<file path="src/rtl/cacheline_burst_adaptor_pkg.sv">
`default_nettype none
// ============================================================================
// Module   : cacheline_burst_adaptor_pkg
// Purpose  : Shared types and sizing for the cache-line to memory-burst
//            adaptor: line/beat word types and the adaptor state encoding.
// Ports    : none (package)
// Revision : 1.0 - initial release
// ============================================================================
package cacheline_burst_adaptor_pkg;

  localparam int unsigned S_LINE   = 256;               // cache line width
  localparam int unsigned S_BURST  = 64;                // memory bus width
  localparam int unsigned S_BEATS  = S_LINE / S_BURST;  // beats per line
  localparam int unsigned S_OFFSET = 5;                 // line offset bits

  typedef logic [S_LINE-1:0]  llc_cacheline;
  typedef logic [S_BURST-1:0] burst_word;

  typedef enum logic [1:0] {
    ADAPTOR_IDLE     = 2'd0,
    ADAPTOR_RD_BURST = 2'd1,
    ADAPTOR_WR_BURST = 2'd2,
    ADAPTOR_DONE     = 2'd3
  } adaptor_state_t;

endpackage : cacheline_burst_adaptor_pkg
`default_nettype wire

</file>
<file path="src/rtl/cacheline_burst_adaptor_line_beat_buffer.sv">
`default_nettype none
// ============================================================================
// Module   : line_beat_buffer
// Purpose  : One cache line of storage split into beat-sized slots. Serves
//            both directions: read bursts fill it beat by beat, write bursts
//            load it whole and drain it beat by beat.
// Ports    : clk/rst      - clock, asynchronous active-high reset
//            load_i       - parallel load of line_i (takes priority)
//            line_i       - full line to load
//            cap_i        - capture beat_i into slot beat_idx_i
//            beat_idx_i   - slot index for both capture and read-out
//            beat_i       - beat data to capture
//            line_o       - full buffer contents
//            beat_o       - slot selected by beat_idx_i
// Revision : 1.0 - initial release
// ============================================================================
module line_beat_buffer #(
  parameter int unsigned S_LINE  = 256,
  parameter int unsigned S_BURST = 64,
  parameter int unsigned S_BEATS = S_LINE / S_BURST,
  parameter int unsigned IDX_W   = $clog2(S_BEATS)
) (
  input  logic               clk,
  input  logic               rst,
  input  logic               load_i,
  input  logic [S_LINE-1:0]  line_i,
  input  logic               cap_i,
  input  logic [IDX_W-1:0]   beat_idx_i,
  input  logic [S_BURST-1:0] beat_i,
  output logic [S_LINE-1:0]  line_o,
  output logic [S_BURST-1:0] beat_o
);

  logic [S_BURST-1:0] slot_q [S_BEATS];

  always_ff @(posedge clk or posedge rst) begin
    if (rst) begin
      for (int i = 0; i < int'(S_BEATS); i++) begin
        slot_q[i] <= '0;
      end
    end else begin
      for (int i = 0; i < int'(S_BEATS); i++) begin
        if (load_i) begin
          slot_q[i] <= line_i[i*S_BURST +: S_BURST];
        end else if (cap_i && (beat_idx_i == IDX_W'(i))) begin
          slot_q[i] <= beat_i;
        end
      end
    end
  end

  // Beat 0 occupies the least-significant bits of the line.
  for (genvar g = 0; g < int'(S_BEATS); g++) begin : g_pack
    assign line_o[g*S_BURST +: S_BURST] = slot_q[g];
  end

  // Read port comes straight from registers, never from line_i.
  assign beat_o = slot_q[beat_idx_i];

endmodule : line_beat_buffer
`default_nettype wire

</file>
<file path="src/rtl/cacheline_burst_adaptor.sv">
`default_nettype none
// ============================================================================
// Module   : cacheline_burst_adaptor
// Purpose  : Presents a single-transaction cache-line interface to the cache
//            and converts each line read/write into an S_BEATS-beat burst on
//            the physical memory bus.
// Ports    : clk/rst    - clock, asynchronous active-high reset
//            line_i     - write line from cache
//            line_o     - last completed read line to cache
//            address_i  - line address from cache
//            read_i     - cache line-read request
//            write_i    - cache line-write request (wins over read_i)
//            resp_o     - one-cycle completion pulse to cache
//            burst_i    - read beat from memory
//            burst_o    - write beat to memory
//            address_o  - line-aligned burst base address to memory
//            read_o     - memory read request
//            write_o    - memory write request
//            resp_i     - memory beat strobe
// Revision : 1.0 - initial release
// ============================================================================
module cacheline_burst_adaptor
  import cacheline_burst_adaptor_pkg::*;
#(
  parameter int unsigned S_LINE   = cacheline_burst_adaptor_pkg::S_LINE,
  parameter int unsigned S_BURST  = cacheline_burst_adaptor_pkg::S_BURST,
  parameter int unsigned S_BEATS  = S_LINE / S_BURST,
  parameter int unsigned S_OFFSET = cacheline_burst_adaptor_pkg::S_OFFSET
) (
  input  logic               clk,
  input  logic               rst,
  input  logic [S_LINE-1:0]  line_i,
  output logic [S_LINE-1:0]  line_o,
  input  logic [31:0]        address_i,
  input  logic               read_i,
  input  logic               write_i,
  output logic               resp_o,
  input  logic [S_BURST-1:0] burst_i,
  output logic [S_BURST-1:0] burst_o,
  output logic [31:0]        address_o,
  output logic               read_o,
  output logic               write_o,
  input  logic               resp_i
);

  localparam int unsigned     CNT_W     = $clog2(S_BEATS);
  localparam logic [CNT_W-1:0] LAST_BEAT = CNT_W'(S_BEATS - 1);
  localparam logic [31:0]     ADDR_MASK = ~((32'd1 << S_OFFSET) - 32'd1);

  adaptor_state_t    state_q, state_d;
  logic [CNT_W-1:0]  cnt_q, cnt_d;
  logic [31:0]       addr_q, addr_d;
  logic [S_LINE-1:0] line_q, line_d;

  logic              buf_load;
  logic              buf_cap;
  logic [S_LINE-1:0] buf_line;
  logic [S_BURST-1:0] buf_beat;

  line_beat_buffer #(
    .S_LINE  (S_LINE),
    .S_BURST (S_BURST),
    .S_BEATS (S_BEATS),
    .IDX_W   (CNT_W)
  ) u_buffer (
    .clk        (clk),
    .rst        (rst),
    .load_i     (buf_load),
    .line_i     (line_i),
    .cap_i      (buf_cap),
    .beat_idx_i (cnt_q),
    .beat_i     (burst_i),
    .line_o     (buf_line),
    .beat_o     (buf_beat)
  );

  always_ff @(posedge clk or posedge rst) begin
    if (rst) begin
      state_q <= ADAPTOR_IDLE;
      cnt_q   <= '0;
      addr_q  <= '0;
      line_q  <= '0;
    end else begin
      state_q <= state_d;
      cnt_q   <= cnt_d;
      addr_q  <= addr_d;
      line_q  <= line_d;
    end
  end

  always_comb begin
    state_d  = state_q;
    cnt_d    = cnt_q;
    addr_d   = addr_q;
    line_d   = line_q;
    buf_load = 1'b0;
    buf_cap  = 1'b0;

    case (state_q)
      ADAPTOR_IDLE: begin
        if (write_i) begin
          buf_load = 1'b1;
          addr_d   = address_i & ADDR_MASK;
          state_d  = ADAPTOR_WR_BURST;
        end else if (read_i) begin
          addr_d   = address_i & ADDR_MASK;
          state_d  = ADAPTOR_RD_BURST;
        end
      end

      ADAPTOR_RD_BURST: begin
        if (resp_i) begin
          buf_cap = 1'b1;
          cnt_d   = cnt_q + CNT_W'(1);
          if (cnt_q == LAST_BEAT) begin
            // The last beat is the top slot; merge it directly so the
            // committed line is complete on the same edge.
            line_d  = {burst_i, buf_line[S_LINE-S_BURST-1:0]};
            state_d = ADAPTOR_DONE;
          end
        end
      end

      ADAPTOR_WR_BURST: begin
        if (resp_i) begin
          cnt_d = cnt_q + CNT_W'(1);
          if (cnt_q == LAST_BEAT) begin
            state_d = ADAPTOR_DONE;
          end
        end
      end

      ADAPTOR_DONE: begin
        state_d = ADAPTOR_IDLE;
      end

      default: begin
        state_d = ADAPTOR_IDLE;
      end
    endcase
  end

  // Strobes decode directly from the state register so an asynchronous
  // reset drops them in the same time step.
  assign read_o    = (state_q == ADAPTOR_RD_BURST);
  assign write_o   = (state_q == ADAPTOR_WR_BURST);
  assign resp_o    = (state_q == ADAPTOR_DONE);
  assign address_o = addr_q;
  assign line_o    = line_q;
  assign burst_o   = buf_beat;

endmodule : cacheline_burst_adaptor
`default_nettype wire
</file>
<file path="config.mk">
export PLATFORM = sky130hd
export DESIGN_NAME = cacheline_burst_adaptor
export DESIGN_NICKNAME = d
export VERILOG_FILES = /design/src/rtl/cacheline_burst_adaptor_pkg.sv /design/src/rtl/cacheline_burst_adaptor_line_beat_buffer.sv /design/src/rtl/cacheline_burst_adaptor.sv
export SDC_FILE = /design/constraint.sdc
export NUM_CORES = 1
export LEC_CHECK = 0
export ABC_AREA = 1
export CORE_AREA = 2 2 276 278
export DETAILED_ROUTE_END_ITERATION = 12
export DIE_AREA = 0 0 278 280
export PLACE_DENSITY = 0.61
export SYNTH_ARGS = -nofsm -noshare
export SYNTH_HDL_FRONTEND = slang
export SYNTH_HIERARCHICAL = 1
export SYNTH_SLANG_ARGS = --single-unit
</file>
<file path="constraint.sdc">
create_clock -name clk -period 19.4 [get_ports clk]
set_input_delay 1.94 -clock clk [delete_from_list [all_inputs] [get_ports clk]]
set_output_delay 1.94 -clock clk [all_outputs]
set_load 0.05 [all_outputs]
</file>
# ---- After elaboration in Yosys (flattened, before gate mapping)
# Index checks and enable logic that the tools add are counted.
dict set report word_totals {
  regBits 548
  wordCells 58
}
dict set report op_classes {
  n_reduce_logical 16
  n_bitwise 1
  n_mux 22
  magnitude_cmp 1
  addsub 1
  eq_ne 9
}
# op count
set op_table {}
lappend op_table {{64-bit two-way mux} 10}
lappend op_table {{64-bit binary-select mux with 2-bit select} 1}
lappend op_table {{32-bit two-way mux} 2}
lappend op_table {{2-bit nonzero test} 5}
lappend op_table {{2-bit equality test, second input constant} 4}
lappend op_table {{2-bit two-way mux} 4}
lappend op_table {{2-bit one-hot mux with 3 select lines} 1}
lappend op_table {{3-bit AND reduction} 2}
lappend op_table {{2-bit by 1-bit equality test with 1-bit output, second input constant} 2}
lappend op_table {{1-bit logical AND} 4}
lappend op_table {{2-bit zero test} 2}
lappend op_table {{1-bit two-way mux} 4}
lappend op_table {{2-bit by 1-bit inequality test with 1-bit output, second input constant} 2}
lappend op_table {{2-bit AND reduction} 2}
lappend op_table {{3-bit greater-or-equal comparator, second input constant} 1}
lappend op_table {{3-bit inequality test, second input constant} 1}
lappend op_table {{2-bit NOT with 3-bit output} 1}
lappend op_table {{2-bit by 1-bit adder with 2-bit output, second input constant} 1}
lappend op_table {{2-bit OR reduction} 1}

# ---- Depth between registers and ports, before layout
dict set report depth {
  depth_word 5
  mapped_depth 12
  depth_no_buf 9
}

# ---- Modules after synthesis
# The synthesis kept the hierarchy.
# mod n_inst seq_area_each_um2 area_each_um2 cells_each
set by_module_without_submodules {}
lappend by_module_without_submodules {line_beat_buffer 1 6406.1 14262.4 2100}
lappend by_module_without_submodules {cacheline_burst_adaptor 1 7181.9 11651.2 1270}

# ---- Worst setup path after synthesis
# No wires, ideal clock.
dict set report synth_timing {
  kind {flip-flop to output port}
  startpoint {reg cnt_q[0]}
  endpoint {out burst_o[10]}
  slack_ps 15976
  path_stages_with_launch 6
  arrival_ps 1484
  n_path_buf 3
  t_required_ps 17460
  cell_sequence {dfrtp_1 buf_2 buf_2 clkbuf_1 nand3_1 nand4_1}
}
dict set report synth_between {
  elab_chain_len 4
}
# element line_no
set synth_lines {}
lappend synth_lines {{from (decl)} cacheline_burst_adaptor.sv:51} ;# logic [CNT_W-1:0] cnt_q, cnt_d;
lappend synth_lines {{from (signal assigned)} cacheline_burst_adaptor.sv:85} ;# cnt_q <= cnt_d;
lappend synth_lines {{2-bit NOT with 3-bit output (not written as such)} cacheline_burst_adaptor_line_beat_buffer.sv:58} ;# assign beat_o = slot_q[beat_idx_i];
lappend synth_lines {{64-bit binary-select mux with 2-bit select} cacheline_burst_adaptor_line_beat_buffer.sv:58}
lappend synth_lines {{64-bit two-way mux (not written as such) (2 in a row)} cacheline_burst_adaptor_line_beat_buffer.sv:58}
lappend synth_lines {{to (decl)} cacheline_burst_adaptor.sv:39} ;# output logic [S_BURST-1:0] burst_o,
# No other way between the ends. The select of a mux whose other input is x is not followed.

# ---- Worst setup path in the final report
dict set report layout_timing {
  startpoint {reg cnt_q[1]}
  endpoint {out burst_o[0]}
}
# Same word-level chain as after synthesis.

==> out/metrics.yaml <==
worst_ep_required_time_ps: 17460
post_cts_resized: 0
finalCoreUtilization: 0.468
rsz0062_at_grt: "false"
rows: 101
numPlacedInstances: 4823
crit_path_top_delay_cell: "sky130_fd_sc_hd__clkdlybuf4s50_1"
io-pin-count: 712
power_per_cell_area_nw_per_um2: 197
total_wire_length_um: 107000
port_buffers: 701
report.final.slew_viol_count: 0
initial_utilization: 0.345
startpoint_type: "flop"
grt_start_max_net_pins: 169
skew_ps: 29.6
die_outline_area_um2: 77800
rr_endpoint: "u_buffer/line_o[153]"
worst_slew_margin_rel: 0.206
post_synth_num_cell_types: 18
max_cap_viol_count: 0
grt_util_met1: 0.346
crit_arrival_ps: 4520
ctsHoldBuffers: 0
global_route_usage_over_all_layers: 0.268
placeableCoreArea_um2: 75200
hold_violations: 0
fin_cells: 4949
route.antenna.remaining_nets: 0
worst-slew-pin-transition_ps: 1190
yosysWarningCount: 6
synth_top_area_cell: "sky130_fd_sc_hd__dfrtp_1"
regToRegSetupSlack_ps: 14700
nNetsFinal: 4276
min_to: "line_o[118]"
worstSetupEndpointType: "primary output"
dieWidth_um: 278
timing.hold.worst_path_depth: 2
final_cell_mix: "sky130_fd_sc_hd__nand2_1 (1,709), sky130_fd_sc_hd__nand3_1 (707), sky130_fd_sc_hd__clkdlybuf4s50_1 (701)"
minimum_clock_period_after_layout_ps: 6460
netlist_instances: 3370
tritoncts_num_sinks: 543
power.ir.vdd_worst_v: 0.0000825
dpl.hpwl_um: 65400
static_leakage_nw: 17.6
post_syn_area_um2: 25900
ws_path_type: "reg -> out"
clkTransAtPathRegs_ps: 50
first_global_vias: 24631
clock_tree_from_tritoncts: "yes"
final_layout_size_suffix_gt1_frac: 0.0384
hold_path.class: "reg -> reg"
h-tree-depth: 3
globalRoute.totalOverflow: 0
min_period_over_period: 0.333
remaining_drcs: 0
yosysSeqAreaShare: 0.524
dr_total_vias: 25606
critPathBufInv: 4
ys_top_cells_by_area: "sky130_fd_sc_hd__dfrtp_1 (52%), sky130_fd_sc_hd__nand2_1 (25%), sky130_fd_sc_hd__nand3_1 (14%)"
dr_vias_cell: 5.17
total_power_mw: 6.95
grt_first_pass_wirelength_um: 159000
worst_r2r_path_depth: 8
post_cts_buffers: 0
drt-pass1-iter-count: 6
whs_ps: 466
root_buffer: "sky130_fd_sc_hd__clkbuf_16"
finalSetupTns_ps: 0
worst-path-max-fanout: 54
crit_path_max_incr_delay_ps: 780
synth.ff_latch_count: 543
setup_violations: 0
synth.top_cell.area_share: 0.524
area_growth_syn_to_layout_pct: 35.9
avgRoutedWirePerCell_um: 21.7
ordered_cell_list_for_the_critical_path: "buf_4, clkinv_2, buf_4, nand3_1, nand4_1, clkdlybuf4s50_1"
max_freq_mhz: 155
numCtsBuffers: 66
clockBufferDepth: 3
worst_path_dominant_cell_family: "buffers and inverters"
worstHoldStart: "line_o[118]"
clock_insertion_delay_worst_skew_ps: 600
crit_path_frequent_cell: "sky130_fd_sc_hd__buf_4"
layout_commonest_cell: "sky130_fd_sc_hd__nand2_1"
first_iter_violations: 2310
grt.met3_usage: 0.0702
antenna_found_initial: 21
run_status: "finished clean"
die_h_um: 280
routabilityCongestion: 0.837
r2r_start: "cnt_q[0]"
grt_busiest_layer: "met2"
global_route.usage.met2: 0.431
syn_avg_cell_area_um2: 7.69
## where the power goes
part,switching [mW],internal (mW),total (mW),leakage [nW]
clock network,0.516,0.738,1.25,1.06
logic,2.66,1.06,3.73,9.61
registers,0.348,1.62,1.97,6.96
## cell type report
type	count	area, um2
clock buffer	94	1940
antenna	14	35.0
fill	7513	40000
timing repair buffer	733	7270
inverter	38	183
multi-input combinational	2531	10800
tap	978	1220
clock inverter	18	220
sequential	543	13600
## cells by family after synthesis
kind of cell,share of synthesized area
simple gates,0.401
flops,0.524
buf+inv,0.0652
compound gates,0.00555
fa+ha+maj,0.00290
xor+xnor,0.000338
other cells,0.000145
## worst min-delay path: cells and delay by family, from the launching register on
family,cells,cell delay [ps]
simple gates,2,90
flops,1,340
## cells in the mapped netlist
library cell               number
sky130_fd_sc_hd__nand2_1     1713
sky130_fd_sc_hd__nand3_1      710
sky130_fd_sc_hd__dfrtp_1      543
sky130_fd_sc_hd__buf_2        182
sky130_fd_sc_hd__nand4_1       64
sky130_fd_sc_hd__buf_4         35
sky130_fd_sc_hd__inv_1         35
sky130_fd_sc_hd__buf_6         27
sky130_fd_sc_hd__o21ai_0       27
sky130_fd_sc_hd__clkbuf_1      16
sky130_fd_sc_hd__ha_1           6
sky130_fd_sc_hd__inv_2          3
sky130_fd_sc_hd__clkbuf_2       2
sky130_fd_sc_hd__nand2_2        2
sky130_fd_sc_hd__nor2_1         2
sky130_fd_sc_hd__conb_1         1
sky130_fd_sc_hd__o21ai_2        1
sky130_fd_sc_hd__xnor2_1        1
## per-layer routing
layer	routed length, um	vias up
met5	92	-
met4	4100	14
met3	9370	211
met2	50300	1107
met1	43600	12363
li1	-	11911
## how the worst max path moves through the flow
stage | depth (start not counted) | end | slack [ps] | startpoint
3_5_place_dp | 6 | burst_o[0] | 13540 | cnt_q[1]
4_1_cts | 6 | burst_o[0] | 12880 | cnt_q[1]
6_report | 6 | burst_o[0] | 12940 | cnt_q[1]
3_3_place_gp | 6 | burst_o[0] | 13520 | cnt_q[1]
2_1_floorplan | 1 | address_o[10] | 9540 | rst
5_1_grt | 6 | burst_o[0] | 12810 | cnt_q[1]
## registers in the layout (all words and copies together) (netlist names)
signal	cells
address_o	27
cnt_q	2
line_o	256
state_q	2
u_buffer/line_o	256
## metrics by stage
step                setup WS [ps]  cell area [um2]
finish                      12940            35200
CTS                         12880            35200
detailed placement          13540            33000
floorplan                    9540            25900
global placement            13520            33000
global route                12810            35200
Power figures use the tool's default switching activity.
